==> config.mk <==
export PLATFORM = sky130hd
export DESIGN_NAME = botsw_gate_ctrl
export DESIGN_NICKNAME = d
export VERILOG_FILES = /design/src/rtl/botsw_gate_ctrl.sv
export SDC_FILE = /design/constraint.sdc
export NUM_CORES = 1
export LEC_CHECK = 0
export CAP_MARGIN = 20
export CORE_MARGIN = 2
export CORE_UTILIZATION = 33
export CTS_BUF_LIST = sky130_fd_sc_hd__clkbuf_4
export DETAILED_ROUTE_END_ITERATION = 8
export MAX_ROUTING_LAYER = met4
export PLACE_DENSITY_LB_ADDON = 0.2
export SLEW_MARGIN = 20
export SYNTH_ARGS = -nofsm -noshare
export SYNTH_HDL_FRONTEND = slang
export SYNTH_SLANG_ARGS = --single-unit
==> constraint.sdc <==
create_clock -name clk -period 5.9 [get_ports clk]
set_input_delay 0.885 -clock clk [delete_from_list [all_inputs] [get_ports clk]]
set_output_delay 0.885 -clock clk [all_outputs]
set_load 0.05 [all_outputs]
==> src/rtl/botsw_gate_ctrl.sv <==
// botsw_gate_ctrl: break-before-make gate sequencer for the low-side power NMOS.
// Turns pwm_in into a gate command with a dead-time delay, a minimum on-time
// and a latched fault. Top-switch gate feedback blocks shoot-through.
// Optional feature: define BOTSW_DIODE_EMU_EN to add the zcd input (diode
// emulation). With the macro undefined the switch follows pwm_in
// (synchronous rectification).
module botsw_gate_ctrl #(
  parameter int CNT_W = 8
) (
  input  logic             clk,
  input  logic             rst,
  input  logic             pwm_in,
  input  logic             top_gate_fb,
  input  logic [CNT_W-1:0] dt_cyc,
  input  logic [CNT_W-1:0] min_on_cyc,
  input  logic             oc_flt,
  input  logic             flt_clr,
`ifdef BOTSW_DIODE_EMU_EN
  input  logic             zcd,
`endif
  output logic             gate,
  output logic             flt,
  output logic [1:0]       flt_code,
  output logic [1:0]       state
);

  typedef enum logic [1:0] {
    S_OFF   = 2'b00,
    S_DEAD  = 2'b01,
    S_ON    = 2'b10,
    S_FAULT = 2'b11
  } state_t;

  localparam logic [1:0] CODE_NONE  = 2'b00;
  localparam logic [1:0] CODE_OC    = 2'b01;
  localparam logic [1:0] CODE_SHOOT = 2'b10;

  state_t           state_q, state_d;
  logic [CNT_W-1:0] cnt_q, cnt_d;
  logic [1:0]       code_d;
  logic             armed_q, armed_d;

  // Next-state logic: overcurrent first, then shoot-through, then normal sequencing.
  always_comb begin
    // NOTE: every variable gets a default before the case so no path leaves
    // it unassigned, which would otherwise infer a latch.
    state_d = state_q;
    cnt_d   = cnt_q;
    code_d  = flt_code;
    armed_d = armed_q;

    unique case (state_q)
      S_OFF: begin
        if (oc_flt) begin
          state_d = S_FAULT;
          code_d  = CODE_OC;
          cnt_d   = '0;
`ifdef BOTSW_DIODE_EMU_EN
        end else if (pwm_in && !top_gate_fb && armed_q) begin
`else
        end else if (pwm_in && !top_gate_fb) begin
`endif
          state_d = S_DEAD;
          cnt_d   = dt_cyc;
        end
      end

      S_DEAD: begin
        if (oc_flt) begin
          state_d = S_FAULT;
          code_d  = CODE_OC;
          cnt_d   = '0;
        end else if (!pwm_in || top_gate_fb) begin
          // Request withdrawn or top switch still on: abort quietly.
          state_d = S_OFF;
          cnt_d   = '0;
        end else if (cnt_q != '0) begin
          cnt_d = cnt_q - CNT_W'(1);
        end else begin
          state_d = S_ON;
          cnt_d   = min_on_cyc;
        end
      end

      S_ON: begin
        if (oc_flt) begin
          state_d = S_FAULT;
          code_d  = CODE_OC;
          cnt_d   = '0;
        end else if (top_gate_fb) begin
          // Both switches on: fault immediately, min-on is not honoured.
          state_d = S_FAULT;
          code_d  = CODE_SHOOT;
          cnt_d   = '0;
        end else if (cnt_q == '0 && !pwm_in) begin
          state_d = S_OFF;
`ifdef BOTSW_DIODE_EMU_EN
        end else if (cnt_q == '0 && zcd) begin
          // Inductor current reached zero: release and wait for a fresh pwm cycle.
          state_d = S_OFF;
          armed_d = 1'b0;
`endif
        end else if (cnt_q != '0) begin
          cnt_d = cnt_q - CNT_W'(1);
        end
      end

      S_FAULT: begin
        if (flt_clr && !oc_flt && !pwm_in) begin
          state_d = S_OFF;
          code_d  = CODE_NONE;
        end
      end

      default: begin
        state_d = S_OFF;
        cnt_d   = '0;
      end
    endcase

`ifdef BOTSW_DIODE_EMU_EN
    // Any low pwm sample re-arms turn-on after a zero-current release.
    if (!pwm_in) armed_d = 1'b1;
`endif
  end

  // State, counter and registered outputs; reset forces the gate off at once.
  always_ff @(posedge clk or posedge rst) begin
    if (rst) begin
      state_q  <= S_OFF;
      cnt_q    <= '0;
      armed_q  <= 1'b1;
      gate     <= 1'b0;
      flt      <= 1'b0;
      flt_code <= CODE_NONE;
    end else begin
      // NOTE: non-blocking assignments so every register samples the
      // pre-edge values, regardless of statement order.
      state_q  <= state_d;
      cnt_q    <= cnt_d;
      armed_q  <= armed_d;
      gate     <= (state_d == S_ON);
      flt      <= (state_d == S_FAULT);
      flt_code <= code_d;
    end
  end

  assign state = state_q;

endmodule

== Word level (Yosys, flattened, before mapping) ==
Index checks and enable logic that the tools add are counted.

* ROM bits: 0
* Register bits: 14
* RAM bits: 0
* Logic and storage cells: 57
* Bits in latches: 0
* Memories: 0
* Output and inout bits: 6

* Eq/ne operators: 11
* Shifts and indexed selects: 0
* Reduce and logical (&&, ||, !) cells: 15
* Order comparisons: 0
* Multiplexer cells: 25
* Bitwise logic cells: 0
* Divide/modulo/power cells: 0
* $add $sub $neg: 1
* Multiply operators: 0

{| class="wikitable"
|+ Operators by type and width
! kind !! count
|-
| $mux 8 || 9
|-
| $mux 2 || 13
|-
| $pmux 8 s3 || 1
|-
| $eq 2x2->1 const B || 4
|-
| $logic_not 8->1 || 1
|-
| $ne 4x4->1 const B || 2
|-
| $pmux 2 s4 || 1
|-
| $reduce_bool 8->1 || 1
|-
| $sub 8x1->8 const B || 1
|-
| $ne 3x3->1 const B || 2
|-
| $pmux 2 s3 || 1
|-
| $logic_and 1x1->1 || 4
|-
| $reduce_and 4->1 || 1
|-
| $logic_not 1->1 || 3
|-
| $reduce_and 3->1 || 1
|-
| $reduce_bool 3->1 || 1
|-
| $eq 2x1->1 const B || 1
|-
| $logic_not 2->1 || 1
|-
| $ne 2x1->1 const B || 1
|-
| $ne 2x2->1 const B || 1
|-
| $reduce_or 2->1 || 1
|-
| $logic_or 1x1->1 || 1
|}

== Longest topological paths before layout ==
Gate-level depths: netlist (run 1).

* Depth after elaboration: 7
* Mapped depth: 8
* Gate-level depth less buffers: 7

== Least setup slack after synthesis (run 1) ==
OpenSTA, ideal clock, no wires.

* Path type: reg-to-reg
* From: register state_q[1], in the netlist state[1]
* To: register cnt_q[2]
* Arrival: 2.107 ns
* Path slack: 3.667 ns
* Buffers on the path: 1
* Cell stages (with the launch flop): 9
* Period minus slack after synthesis: 2.233 ns
* Library setup time: 0.126 ns
* Cell sequence: dfrtp_1 -> inv_1 -> ha_1 -> and4bb_2 -> and3_1 -> clkbuf_1 -> nand2_1 -> o21ai_1 -> a221o_2

* Cells in the longest elaborated chain, start to end: 3

{| class="wikitable"
|+ RTL lines
! what !! line !! RTL
|-
| from (decl) || 38 || <nowiki>state_t state_q, state_d;</nowiki>
|-
| from (signal assigned) || 139 || <nowiki>state_q <= state_d;</nowiki>
|-
| $eq 2x2->1, or another cell as far along || 52 || <nowiki>unique case (state_q)</nowiki>
|-
| $ne 4x4->1 (no line), or another cell as far along || -- ||
|-
| $reduce_and 4->1 (no line) || -- ||
|-
| to (signal assigned) || 140 || <nowiki>cnt_q <= cnt_d;</nowiki>
|-
| to (decl) || 39 || <nowiki>logic [CNT_W-1:0] cnt_q, cnt_d;</nowiki>
|}

Parallel ways exist; a longest one is shown, timed or not.
A chain may end at the register's enable or synchronous reset.

== Worst setup path in the final report (run 1) ==
* From: input port oc_flt
* To: register cnt_q[1]

* Cells in the longest elaborated chain, start to end: 2

{| class="wikitable"
|+ RTL lines
! what !! line !! RTL
|-
| from (decl) || 16 || <nowiki>input logic oc_flt,</nowiki>
|-
| $ne 4x4->1 (no line), or another cell as far along || -- ||
|-
| $reduce_and 4->1 (no line) / $pmux 8 s3 (equally long branches) || -- ||
|}

Parallel ways exist; a longest one is shown, timed or not.

==> metrics.md, run 1 <==
| Metric | Value |
|---|---|
| Fraction of synthesized area in multiplexers | `6.30%` |
| Unique cell type count in the Yosys netlist | `47` |
| Least-Margin Pin Slew | `0.678 ns` |
| LEAKAGE | `0.603 nW` |
| Worst Setup End Kind | `register` |
| Slowest-stage cell, CP | `clkdlybuf4s50_1` |
| Commonest non-fill, non-tap cell in the layout | `clkdlybuf4s50_1` |
| Grt ovf | `0` |
| Mapped Cells | `132` |
| Clk pin slew, worst setup/hold paths | `0.09 ns` |
| Synth Area in Compound Gates | `23.8%` |
| Startpoint Class | `primary input` |
| Pwr Density | `between 500 and 600 mW/mm²` |
| Die area | `0.00404 mm²` |
| Residual DRC count | `0` |
| RSZ-0062 raised after global routing | `no` |
| Area grow syn2layout | `25.9%` |
| Number of flops mapped to enable cells by yosys | `0` |
| Mapped Avg Cell Area | `8.87 µm²` |
| Asr flop ratio synth | `100%` |
| Ys Warns | `0` |
| First-iteration detailed-routing DRC count | `47` |
| Port Buffer Count | `27` |
| Seq/Total Area, Yosys | `between 20 and 30%` |
| Placed cells | `200` |
| CP max stage delay | `0.58 ns` |
| Largest net degree at the start of global routing | `15` |
| Yosys reg bits | `14` |
| Worst Path Buf+Inv | `1` |
| Relative slew slack | `54.8%` |
| Largest family of logic cells by synthesized area | `compound AO/OA/AOI/OAI gates` |
| Std-Cell Rows | `21` |
| Pins Over Slew Limit | `0` |
| Clk Tree Root Cell | `clkbuf_4` |
| Crit path max fanout | `12` |
| Multi-input gate area | `around 730 µm²` |
| Ant. Diodes | `0` |
| Initial antenna violation count | `0` |
| Mapped Nets | `160` |
| Fill cells | `360` |
| CTS Buf Count | `3` |
| First-pass GRT wire length | `roughly 4800 µm` |
| Max Cap Viol | `0` |
| Post_cts resized | `0` |
| Initial Util | `34.8%` |
| Status | `complete, no violations` |
| Hpwl dp | `2100 µm` |
| # setup viols final | `0` |
| Non-Filler Instances | `204` |
| Worst Setup Path Type | `in2reg` |
| Crit path required time | `6.11 ns` |
| I/O pin count | `28` |
| Crit share post-route | `46.7%` |
| Clock buffer depth | `2` |
| Post-synthesis simple-gate area fraction | `around 22%` |
| Setup_tns | `0 ns` |
| Core ar. | `0.00336 mm²` |
| Drt via density | `about 5.3` |
| Number of global-route vias before repair | `roughly 1000` |
| Cell Area, Synth | `0.00117 mm²` |
| Skew final | `0.00922 ns` |
| Final hold viol count | `0` |
| Nets | `between 150 and 200` |
| Die W | `~64 µm` |
| DRT antenna net count | `0` |
| Achievable Freq | `0.363 GHz` |
| Hold WC Path Type | `reg2reg` |
| Synth Area in Adders | `6.41%` |
| H-Tree Depth | `1` |
| Wire length per cell | `13.4 µm` |
| Reg area | `350 µm²` |
| Critical-path cell list | `clkdlybuf4s50_1 -> nor2b_1 -> nand2b_1 -> o221ai_2 -> mux2_2 -> a31oi_1` |
| Hold_buf cts | `0` |
| Clk_lat worst skew | `0.28 ns` |
| Post-CTS setup buffers | `0` |
| DRT Wirelength | `2740 µm` |
| Ys flop type | `dfrtp_1` |
| Layout cell share with drive strength beyond 1 | `approximately a tenth` |
| Commonest non-fill, non-tap cells in the layout | `27 x clkdlybuf4s50_1, 16 x nand2_1, 14 x dfrtp_1` |
| Power consumption | `0.789 mW` |
| GPL Wtd Cong | `0.850` |
| 1st-pass router iterations | `4` |
| Synth Area in XOR/XNOR | `3.74%` |
| Overall Global Routing Usage | `15.2%` |
| WP data arrival | `2.97 ns` |
| Height of the die | `63.6 µm` |
| Family with the most delay on the worst path | `compound AO/OA/AOI/OAI gates` |
| CTS tree | `built` |
| Via count | `1074` |
| Min cycle time layout | `2.76 ns` |
| Worst VDD drop | `0.170 mV` |
| CTS sink cnt | `14` |
==> power breakdown <==
part / total [mW] / switching, mW / internal [mW]
clock: 0.0554 / 0.0309 / 0.0245
combinational: 0.550 / 0.310 / 0.240
sequential: 0.184 / 0.0438 / 0.140
==> logic make-up (layout without fill, tap and decap cells) <==
| logic type | count (synthesis) | count (layout) |
|---|---|---|
| compound gates | 40 | 40 |
| xor+xnor | 5 | 5 |
| fa+ha+maj | 6 | 6 |
| buf+inv | 15 | 41 |
| flops | 14 | 14 |
| mux | 7 | 7 |
| simple gates | 45 | 45 |
==> cell usage after synthesis, drive strengths merged (3+ instances only) <==
library cell / number / area share [%]
o21ai: 5 / 2.1
nand2: 17 / 5.7
dfrtp: 14 / 30
nor2b: 5 / 2.7
nor3: 3 / 1.7
xnor2: 4 / 3.0
mux2: 3 / 2.9
a21o: 6 / 4.1
inv: 10 / 3.2
nor2: 4 / 1.3
buf: 3 / 2.9
ha: 6 / 6.4
a31oi: 7 / 3.7
a21oi: 8 / 3.4
mux2i: 4 / 3.4
==> final timing paths <==
check	start	to	slack, ns	cells after the start
max in group asynchronous	rst	state[0]$_DFF_PP0_	4.60	2
min reg2reg	flt_code[0]$_DFFE_PP0P_	flt_code[0]$_DFFE_PP0P_	0.51	1
min	flt_code[0]$_DFFE_PP0P_	flt_code[0]$_DFFE_PP0P_	0.51	1
max	oc_flt	cnt_q[1]$_DFFE_PP0P_	3.14	6
min in group asynchronous	rst	cnt_q[5]$_DFFE_PP0P_	0.94	2
max reg2reg	cnt_q[0]$_DFFE_PP0P_	cnt_q[1]$_DFFE_PP0P_	3.46	7
==> metrics by stage <==
stage          hold WS, ns  area (µm²)  worst slack (ns)  utilization [%]
6_report             0.511        1470              3.14             43.8
5_1_grt              0.553        1470              2.97             43.8
4_1_cts              0.520        1470              3.12             43.8
3_5_place_dp         0.501        1450              2.83             43.0
3_3_place_gp         0.504        1450              2.88             43.0
2_1_floorplan        0.525        1170              3.67                -
==> layer usage <==
| metal | GRT usage, % | up-vias | wire length (µm) |
|---|---|---|---|
| li1 | - | 531 | - |
| met2 | 23.2 | 23 | 1300 |
| met4 | 4.62 | 0 | 8 |
| met5 | - | - | 0 |
| met1 | 19.8 | 518 | 1300 |
| met3 | 3.75 | 2 | 141 |
==> final cells by class <==
type | count | area share, %
Inverter | 10 | 2.55
Tap cell | 46 | 3.90
Clock inverter | 1 | 0.255
Multi-Input combinational cell | 103 | 49.7
Clock buffer | 3 | 1.53
Sequential cell | 14 | 23.8
Timing Repair Buffer | 27 | 18.3
==> registers in the layout, indices dropped and copies added (netlist names) <==
signal	flops
state	2
flt_code	2
cnt_q	8
gate	1
flt	1
Note: power is estimated with default switching activity, not from simulation.
==> inputs of run 2 (changes only) <==
==> constraint.sdc (replaced) <==
create_clock -name clk -period 2.61 [get_ports clk]
set_input_delay 0.3915 -clock clk [delete_from_list [all_inputs] [get_ports clk]]
set_output_delay 0.3915 -clock clk [all_outputs]
set_load 0.05 [all_outputs]
==> metrics.md, run 2 (synthesis gave the netlist of run 1 again) <==
| Metric | Value |
|---|---|
| Status | `complete, no violations` |
| Worst Setup End Kind | `register` |
| CTS tree | `built` |
| Startpoint Class | `register` |
| Met3 WL post-DR | `117 µm (-17%)` |
| Die area | `0.00404 mm² (unchanged)` |
| Setup_tns | `0 ns (unchanged)` |
| Height of the die | `63.6 µm (unchanged)` |
| Worst reg-to-reg path cell count | `8 (+1)` |
| Post_cts resized | `0 (unchanged)` |
| Worst Setup Path Type | `reg2reg` |
| Start point of the critical path | `cnt_q[0]$_DFFE_PP0P_` |
| Non-Filler Instances | `207 (+1.5%)` |
| Achievable Freq | `0.454 GHz` |
| DRT met1 WL | `1400 µm (+7.6%)` |
| Metal2 WL | `1390 µm (+7.1%)` |
| WP data arrival | `2.36 ns (-0.61 ns)` |
| Via count | `1076 (+0.19%)` |
| First-pass GRT wire length | `5030 µm (+5.5%)` |
| RSZ-0062 raised after global routing | `no` |
| Clk Tree Root Cell | `clkbuf_4` |
| Least-Margin Pin Slew | `0.582 ns (-0.0965 ns)` |
| Clk pin slew, worst setup/hold paths | `0.09 ns (about the same)` |
| Pwr Density | `1220 mW/mm² (+130%)` |
| Hold_buf cts | `0 (unchanged)` |
| Layout cell share with drive strength beyond 1 | `11.8% (+1.7 points)` |
| Max Cap Viol | `0 (unchanged)` |
| CP Capture Point | `cnt_q[4]$_DFFE_PP0P_` |
| Fin Hold WS | `0.464 ns (-0.0474 ns)` |
| Multi-input gate area | `732 µm² (unchanged)` |
| Port Buffer Count | `27 (unchanged)` |
| FF-to-FF Start | `cnt_q[0]$_DFFE_PP0P_` |
| Clk_lat worst skew | `0.28 ns (about the same)` |
| Crit path max fanout | `8 (-4)` |
| Clock buffer depth | `2 (unchanged)` |
| Family with the most delay on the worst path | `simple AND/OR/NAND/NOR gates` |
| Power consumption | `1.82 mW (+130%)` |
| Worst VDD drop | `0.469 mV (+180%)` |
| CTS Buf Count | `3 (unchanged)` |
| Commonest non-fill, non-tap cells in the layout | `27 x clkdlybuf4s50_1, 16 x nand2_1, 14 x dfrtp_1` |
| Drt via density | `5.20 (-1.3%)` |
| Crit share post-route | `between 80% and 90%` |
| Hpwl dp | `2300 µm (+9.8%)` |
| Largest net degree at the start of global routing | `15 (unchanged)` |
| H-Tree Depth | `1 (unchanged)` |
| Commonest non-fill, non-tap cell in the layout | `clkdlybuf4s50_1` |
| Min cycle time layout | `between 2 and 2.5 ns` |
| Nets | `190 (+1.6%)` |
| Core ar. | `0.00336 mm² (unchanged)` |
| First-iteration detailed-routing DRC count | `51 (+8.5%)` |
| Area grow syn2layout | `27.8%` |
| Residual DRC count | `0 (unchanged)` |
| # setup viols final | `0 (unchanged)` |
| Top routing layer used | `met4` |
| Overall Global Routing Usage | `16.0% (+0.85 points)` |
| Crit path required time | `2.77 ns (-3.34 ns)` |
| Placed cells | `203 (+1.5%)` |
| 1st-pass router iterations | `4 (unchanged)` |
| Fill cells | `364 (+1.1%)` |
| Initial Util | `34.8% (unchanged)` |
| Wire length per cell | `14.1 µm (+4.9%)` |
| Slowest-stage cell, CP | `dfrtp_1` |
| DRT antenna net count | `0 (unchanged)` |
| Grt ovf | `0 (unchanged)` |
| Max reg flops | `8 (unchanged)` |
| Relative slew slack | `61.2% (+6.4 points)` |
| CP max stage delay | `0.42 ns (-0.16 ns)` |
| Reg area | `350 µm² (unchanged)` |
| Std-Cell Rows | `21 (unchanged)` |
| Worst Path Buf+Inv | `2 (+1)` |
| RR Endpoint | `cnt_q[4]$_DFFE_PP0P_` |
| LEAKAGE | `0.619 nW (+2.5%)` |
| Post-CTS setup buffers | `0 (unchanged)` |
| Die W | `63.6 µm (unchanged)` |
| Final hold viol count | `0 (unchanged)` |
| DRT Wirelength | `2920 µm (+6.5%)` |
| Skew final | `0.00292 ns (-0.00631 ns)` |
| R2R Setup Slk | `0.41 ns (-3.05 ns)` |
| Ant. Diodes | `0 (unchanged)` |
| CTS sink cnt | `14 (unchanged)` |
| Most flop-heavy register | `cnt_q` |
| Pins Over Slew Limit | `0 (unchanged)` |
| Critical-path cell list | `inv_1 -> ha_1 -> nor3b_1 -> nand2_2 -> o221ai_2 -> buf_4 -> mux2i_1 -> a31oi_1` |
| I/O pin count | `28 (unchanged)` |
| Initial antenna violation count | `0 (unchanged)` |
| Hold WC Path Type | `in2async` |
| Number of global-route vias before repair | `1098 (+5.4%)` |
| GPL Wtd Cong | `0.853 (+0.36%)` |
| Critical Path Stages | `8 (+2)` |
[run 2: area by class of cell]
cell class,instances,area share [%]
clock inverters,1,0.251
clock buffers,3,1.51
multi-input cells,103,48.9
well taps,46,3.85
repair buffers,30,19.6
flip-flops and latches,14,23.4
inverters,10,2.51
[run 2: per-stage QoR]
stage | utilization (%) | cell area (µm²) | worst slack [ns]
after CTS | 44.5 | 1500 | 0.395
after detailed placement | 43.7 | 1470 | 0.344
final | 44.5 | 1500 | 0.408
after global routing | 44.5 | 1500 | 0.203
after global placement | 43.7 | 1470 | 0.446
after floorplan | - | 1170 | 0.377
[run 2: per-layer routing]
metal	global-route usage (%)	vias to the layer above
met5	-	-
met4	6.25	0
met1	21.0	519
li1	-	536
met2	24.9	19
met3	2.32	2
[run 2: where the power goes]
group,total [mW],switching (mW),internal [mW],leakage [nW]
registers,0.418,0.101,0.317,0.177
clock network,0.129,0.0734,0.0554,0.0154
logic,1.28,0.716,0.561,0.426
[run 2: worst min path at each step]
stage,start,to,cells after the start
4_1_cts,rst,gate$_DFF_PP0_,2
5_1_grt,rst,gate$_DFF_PP0_,2
3_3_place_gp,flt_code[0]$_DFFE_PP0P_,flt_code[0]$_DFFE_PP0P_,1
3_5_place_dp,flt_code[1]$_DFFE_PP0P_,flt_code[1]$_DFFE_PP0P_,1
2_1_floorplan,rst,cnt_q[0]$_DFFE_PP0P_,1
6_report,rst,cnt_q[4]$_DFFE_PP0P_,2
==> inputs of run 3 (changes only) <==
==> constraint.sdc (replaced) <==
create_clock -name clk -period 2.1 [get_ports clk]
set_input_delay 0.315 -clock clk [delete_from_list [all_inputs] [get_ports clk]]
set_output_delay 0.315 -clock clk [all_outputs]
set_load 0.05 [all_outputs]
==> metrics.md, run 3 (synthesis gave the netlist of run 1 again) <==
| Metric | Value |
|---|---|
| Status | `complete, no violations` |
| Max reg flops | `8 (unchanged)` |
| Startpoint Class | `register` |
| Fill cells | `352 (-3.3%)` |
| Sw Ratio | `46.6% (-2.3 points)` |
| Ant. Diodes | `0 (unchanged)` |
| Residual DRC count | `0 (unchanged)` |
| First-pass GRT wire length | `5210 µm (+3.6%)` |
| Worst VDD drop | `0.560 mV (+19%)` |
| Relative slew slack | `63.0% (+1.8 points)` |
| Initial antenna violation count | `0 (unchanged)` |
| Height of the die | `63.6 µm (unchanged)` |
| CTS sink cnt | `14 (unchanged)` |
| Achievable Freq | `0.497 GHz (+9.5%)` |
| DRT Wirelength | `3010 µm (+3.2%)` |
| Placed cells | `214 (+5.4%)` |
| I/O pin count | `28 (unchanged)` |
| Worst Setup Path Type | `reg2reg` |
| Min cycle time layout | `2.01 ns (-0.191 ns)` |
| Layout cell share with drive strength beyond 1 | `20.9% (+9.1 points)` |
| Grt ovf | `0 (unchanged)` |
| Reg area | `353 µm² (+0.71%)` |
| Commonest non-fill, non-tap cell in the layout | `clkdlybuf4s50_1` |
| DRT antenna net count | `0 (unchanged)` |
| Final hold viol count | `0 (unchanged)` |
| CTS tree | `built` |
| Overall Global Routing Usage | `16.6% (+0.55 points)` |
| Power consumption | `2.50 mW (+37%)` |
| RSZ-0062 raised after global routing | `no` |
| Die W | `63.6 µm (unchanged)` |
| Clk_lat worst skew | `0.28 ns (about the same)` |
| WP data arrival | `2.18 ns (-0.18 ns)` |
| Via count | `1111 (+3.3%)` |
| Commonest non-fill, non-tap cells in the layout | `27 x clkdlybuf4s50_1, 16 x nand2_1, 14 x buf_4` |
| Wire length per cell | `13.8 µm (-2.1%)` |
| Initial Util | `34.8% (unchanged)` |
| CTS Buf Count | `3 (unchanged)` |
| Internal power | `1.34 mW (+43%)` |
| Skew final | `0.00539 ns (+0.00247 ns)` |
| Std-Cell Rows | `21 (unchanged)` |
| Post-CTS setup buffers | `0 (unchanged)` |
| First-iteration detailed-routing DRC count | `63 (+24%)` |
| Port Buffer Count | `27 (unchanged)` |
| Pins Over Slew Limit | `0 (unchanged)` |
| Largest net degree at the start of global routing | `15 (unchanged)` |
| Switch Pwr | `1.16 mW (+31%)` |
| Drt via density | `5.10 (-2.0%)` |
| Multi-input gate area | `758 µm² (+3.6%)` |
| Area grow syn2layout | `37.3%` |
| LEAKAGE | `0.673 nW (+8.8%)` |
| Least-Margin Pin Slew | `0.554 ns (-0.0272 ns)` |
| Non-Filler Instances | `218 (+5.3%)` |
| Worst Setup End Kind | `register` |
| # setup viols final | `0 (unchanged)` |
| Logic pwr share | `72.7% (+2.7 points)` |
| GPL Wtd Cong | `0.931 (+9.1%)` |
| Max Cap Viol | `0 (unchanged)` |
| Clock buffer depth | `2 (unchanged)` |
| Core ar. | `0.00336 mm² (unchanged)` |
| H-Tree Depth | `1 (unchanged)` |
| Hpwl dp | `2370 µm (+3.1%)` |
| Placed inst area | `0.00156 mm² (+5.8%)` |
| Crit path max fanout | `7 (-1)` |
| Crit share post-route | `95.8% (+11 points)` |
| Clk pin slew, worst setup/hold paths | `0.09 ns (about the same)` |
| Die area | `0.00404 mm² (unchanged)` |
| Sequential Power Share | `20.9% (-2.0 points)` |
| Worst reg-to-reg path cell count | `7 (-1)` |
| Number of global-route vias before repair | `1124 (+2.4%)` |
| Pwr Density | `1560 mW/mm² (+28%)` |
| Hold WC Path Type | `in2async` |
| Crit path required time | `2.27 ns (-0.50 ns)` |
| Nets | `201 (+5.8%)` |
| 1st-pass router iterations | `4 (unchanged)` |
| Layout Utilization | `47.8% (+3.3 points)` |
| Power share of the clock group | `6.4% (-0.7 points)` |
| Design area | `0.00161 mm² (+7.4%)` |
| Clk Tree Root Cell | `clkbuf_4` |
| Most flop-heavy register | `cnt_q` |
==> run 3: path summary, 6_finish.rpt <==
check | end | start | slack, ns
max in group asynchronous | state[0]$_DFF_PP0_ | rst | 1.33
max | cnt_q[2]$_DFFE_PP0P_ | state[1]$_DFF_PP0_ | 0.09
min | cnt_q[7]$_DFFE_PP0P_ | rst | 0.37
min reg2reg | flt_code[0]$_DFFE_PP0P_ | flt_code[0]$_DFFE_PP0P_ | 0.53
min in group clk | flt_code[0]$_DFFE_PP0P_ | flt_code[0]$_DFFE_PP0P_ | 0.53
max reg2reg | cnt_q[2]$_DFFE_PP0P_ | state[1]$_DFF_PP0_ | 0.09
==> run 3: metrics by stage <==
stage          setup slack (ns)  setup TNS, ns  hold slack (ns)
6_report                 0.0883              0            0.373
5_1_grt                  0.0187              0            0.428
4_1_cts                  0.0533              0            0.399
3_5_place_dp            -0.0192        -0.0442            0.519
3_3_place_gp             0.0191              0            0.501
2_1_floorplan            0.0499              0            0.204
==> run 3: repair_timing <==
| item | 4_1_cts | 5_1_grt |
|---|---|---|
| hold endpoints to repair | 0 | 0 |
| endpoints found under the setup margin | 0 | 8 |
| hold buffers | 0 | 0 |
| resized for setup | 0 | 5 |
==> run 3: power groups by stage <==
| stage | Clock, mW | Sequential [mW] | Combinational, mW |
|---|---|---|---|
| finish | 0.161 | 0.522 | 1.82 |
| global route | 0.189 | 0.546 | 1.98 |
| CTS | 0.170 | 0.518 | 1.76 |
| detailed placement | 0 | 0.524 | 1.75 |
| global placement | 0 | 0.520 | 1.75 |
| floorplan | 0 | 0.652 | 1.13 |
==> run 3: worst max-delay path, stage by stage (launching register included) <==
cell and delay (ns):
dfrtp_2 0.42, inv_1 0.11, ha_1 0.27, nor2b_1 0.17
nand2b_1 0.18, o221ai_4 0.17, buf_4 0.20, a221o_2 0.38
==> run 3: per-layer routing <==
metal / vias up / global-route usage (%) / share of wire [%]
met2: 22 / 25.9 / 48
met1: 529 / 22.2 / 47
met4: 0 / 4.08 / 0.40
li1: 558 / - / -
met5: - / - / 0
met3: 2 / 3.04 / 4.3
==> run 3: final cells by class <==
type                    count  share of cell area [%]
multi-input cells         103                    47.2
repair buffers             41                    23.3
flip-flops and latches     14                    21.9
well taps                  46                    3.58
inverters                  10                    2.33
clock buffers               3                    1.40
clock inverters             1                   0.233
==> edit 1 (flow settings as in run 3) <==
Set the parameter `CNT_W` to 10 (it was 8).
--- a/src/rtl/botsw_gate_ctrl.sv
+++ b/src/rtl/botsw_gate_ctrl.sv
@@ -5,7 +5,7 @@
 // emulation). With the macro undefined the switch follows pwm_in
 // (synchronous rectification).
 module botsw_gate_ctrl #(
-  parameter int CNT_W = 8
+  parameter int CNT_W = 10
 ) (
   input  logic             clk,
   input  logic             rst,
Ports: changed (resized dt_cyc and min_on_cyc); port bits go from 28 to 32. No check against the original RTL was run, so the function may have changed too.
==> edit 1 against run 3 <==
Die area increased by 13%; wire length increased by 34%; worst hold slack improved by 0.038 ns; total power increased by 21%; fmax increased by 1.1%; global-route usage increased by 2.2 points; setup slack improved by 0.021 ns; area after synthesis increased by 14%; sequential cell count increased by 2; cell area increased by 20%; combinational power increased by 22%; highest routed layer unchanged.
==> edit 1: results (changes against run 3) <==
metric,value,unit,change
synth-seq-area-share,0.300,,+0.000480
wl_met2,2.00,mm,+39%
layout-drive-gt1-share,0.234,,+0.0251
hpwl,3.06,mm,+29%
p_leak,0.783,nW,+16%
finalCriticalPeriod,1.99,ns,-0.0212 ns
grt_max_degree,17,,+2
power.switching,1.51,mW,+30%
met3WireLength,174,µm,+33%
reg2reg_to,cnt_q[1]$_DFFE_PP0P_,,
largest_reg_flops,10,,+2
outcome,finished clean,,
fin_nets,242,,+20%
drt_iter0_drc,65,,+3.2%
grt_pass1_wl,6.29,mm,+21%
worst_slew_pin_slew,0.694,ns,+0.140 ns
area_delta_synth_final,44.4,%,
drt-met1-wl,1.86,mm,+30%
post_synth_num_cell_types,52,,+11%
grt.total_usage,0.188,,+0.0225
final.setup_skew,0.00908,ns,+0.00370 ns
fill_cells,377,,+7.1%
cts-resized-gates,1,,+1
dpl-instance-area,1870,µm²,+21%
peakVddDrop,0.891,mV,+59%
place_ws,-0.0527,ns,-0.0335 ns
clkLatencyLatePin,0.30,ns,+0.02 ns
clkTransAtPathRegs,0.12,ns,+0.03 ns
netlist_top_cells_area,"dfrtp_1 30%, ha_1 5.6%, nor2_1 5.3%",,
post_drt_wl_per_cell,15.6,µm,+13%
r2r_start,state[0]$_DFF_PP0_,,
routabilityCongestion,0.922,,-0.89%
routed_wl,4.04,mm,+34%
met1_usage,0.227,,+0.00548
worst_path_largest_cell_delay,0.46,ns,+0.04 ns
port_buffers,31,,+15%
synth_commonest_cells,"19 x nor2_1, 16 x dfrtp_1, 11 x a21oi_1, 9 x nand2_1",,
grt_pass1_vias,1346,,+20%
syn-num-nets,185,,+16%
dp.cells,252,,+18%
[edit 1: changes by cell type after synthesis, moves of 4 or more]
cell and delta:
nor2_1 +15, a31oi_1 -7, nand2_1 -7, nand3_1 +6, a21o_1 -4, nor2b_1 -4
[edit 1: area by class of cell]
class	instances	share of cell area
Tap cell	50	0.0324
Clock inverter	1	0.00195
Sequential cell	16	0.209
Clock buffer	3	0.0117
Timing Repair Buffer	57	0.262
Multi-Input combinational cell	125	0.469
Inverter	7	0.0136
[edit 1: worst min path at each step]
stage,to,from,slack [ns],cells after the start
CTS,flt$_DFF_PP0_,rst,0.44,2
detailed placement,flt_code[1]$_DFFE_PP0P_,flt_code[1]$_DFFE_PP0P_,0.50,1
global placement,flt_code[0]$_DFFE_PP0P_,flt_code[0]$_DFFE_PP0P_,0.50,1
global route,gate$_DFF_PP0_,rst,0.45,2
floorplan,cnt_q[0]$_DFFE_PP0P_,rst,0.23,1
finish,flt$_DFF_PP0_,rst,0.41,2
[edit 1: power groups by stage]
stage / logic, mW / registers (mW) / clock network [mW]
6_report: 2.22 / 0.618 / 0.184
5_1_grt: 2.42 / 0.638 / 0.203
4_1_cts: 2.19 / 0.615 / 0.188
3_5_place_dp: 2.18 / 0.616 / 0
3_3_place_gp: 2.16 / 0.616 / 0
2_1_floorplan: 1.31 / 0.777 / 0
[edit 1: logic make-up after synthesis]
| family | share of synthesized area |
|---|---|
| XOR/XNOR | 0.0393 |
| flip-flops | 0.300 |
| AO/OA/AOI/OAI | 0.270 |
| adder cells (fa/ha/maj) | 0.0562 |
| AND/OR/NAND/NOR | 0.274 |
| buffers and inverters | 0.0365 |
| multiplexers | 0.0243 |
==> edit 2 (settings of run 3) <==
Without the edit above. Make the reset (`rst`) synchronous in one clocked block.
--- a/src/rtl/botsw_gate_ctrl.sv
+++ b/src/rtl/botsw_gate_ctrl.sv
@@ -125,7 +125,7 @@
   end
 
   // State, counter and registered outputs; reset forces the gate off at once.
-  always_ff @(posedge clk or posedge rst) begin
+  always_ff @(posedge clk) begin
     if (rst) begin
       state_q  <= S_OFF;
       cnt_q    <= '0;
Function: differs if rst is asserted again (counterexample within 4 cycles, from zero or initial values and one cycle with rst high); with rst held inactive, the same outputs for 10 cycles.
==> edit 2 against run 3 <==
Clock skew up 0.00081 ns; critical endpoint is now flt$_SDFF_PP0_; first-iteration DRC count down 49%; cell count up 8.7%; sequential cell count unchanged; critical path type unchanged; critical path depth unchanged; largest cell class unchanged; area after synthesis down 5.9%; total power up 2.5%; die area down 5.5%; cell area up 4.3%; setup slack worse by 0.038 ns; wire length up 4.6%.
==> edit 2: results (changes against run 3) <==
metric,value,unit,change
outcome,finished clean,,
routabilityCongestion,0.908,,-2.5%
syn_inst,139,,+5.3%
fin_nets,224,,+11%
grt.total_usage,0.182,,+0.0162
worst_path_largest_cell_delay,0.49,ns,+0.07 ns
viasPerCell,5.27,,+3.5%
ys_async_sr_fraction,0,,-1.00
layout-drive-gt1-share,0.228,,+0.0187
synth-xor-area-share,0.0477,,+0.0103
slew_headroom,0.663,,+0.0328
grt_max_degree,12,,-3
synth-seq-area-share,0.254,,-0.0449
fill_cells,322,,-8.5%
hpwl,2.48,mm,+4.4%
cp_max_fo,2,,-5
dp.cells,234,,+9.3%
hold_path_class,flop to flop,,
grt_pass1_wl,5.06,mm,-2.8%
synth_ff_type,dfxtp_1,,
routed_wl,3.15,mm,+4.6%
final.setup_skew,0.00620,ns,+0.000812 ns
drt_iter0_drc,32,,-49%
synth.area.mux_share,0.0182,,-0.0449
post_synth_num_cell_types,43,,-8.5%
## edit 2: changes by cell type after synthesis, moves of 4 or more
cell	delta
a31oi_1	-5
dfxtp_1	+14
nor2_1	+13
nor2b_1	-4
a221oi_1	+4
a21oi_1	+7
dfrtp_1	-14
nand2_1	-9
## edit 2: where the power goes
part           switching, mW  leakage (nW)  internal [mW]  total, mW
logic                   1.04         0.567          0.897       1.94
clock network         0.0975        0.0138         0.0665      0.164
registers             0.0781         0.116          0.383      0.461
total                   1.22         0.697           1.35       2.57
## edit 2: layout make-up
cell class,instances,area (µm²),share of cell area
Clock buffer,3,22.5,0.0134
Inverter,8,30.0,0.0179
Multi-Input combinational cell,113,806,0.481
Sequential cell,14,283,0.169
Tap cell,44,55.1,0.0328
Timing Repair Buffer,55,480,0.287
## edit 2: worst min-delay path by stage
stage | start | to | slack [ns] | cells past startpoint
global route | flt_code[0]$_SDFFE_PP0P_ | flt_code[0]$_SDFFE_PP0P_ | 0.52 | 2
detailed placement | flt_code[0]$_SDFFE_PP0P_ | flt_code[0]$_SDFFE_PP0P_ | 0.49 | 2
CTS | flt_code[0]$_SDFFE_PP0P_ | flt_code[0]$_SDFFE_PP0P_ | 0.51 | 2
finish | flt_code[1]$_SDFFE_PP0P_ | flt_code[1]$_SDFFE_PP0P_ | 0.51 | 2
floorplan | rst | cnt_q[5]$_SDFFE_PP0P_ | 0.42 | 1
global placement | flt_code[0]$_SDFFE_PP0P_ | flt_code[0]$_SDFFE_PP0P_ | 0.48 | 2
## edit 2: metal layers
metal / part of all wire / global-route usage / vias to the layer above
met4: 0.0048 / 0.0426 / 0
met1: 0.49 / 0.253 / 585
li1: - / - / 631
met5: 0 / - / -
met3: 0.048 / 0.0269 / 2
met2: 0.45 / 0.278 / 32
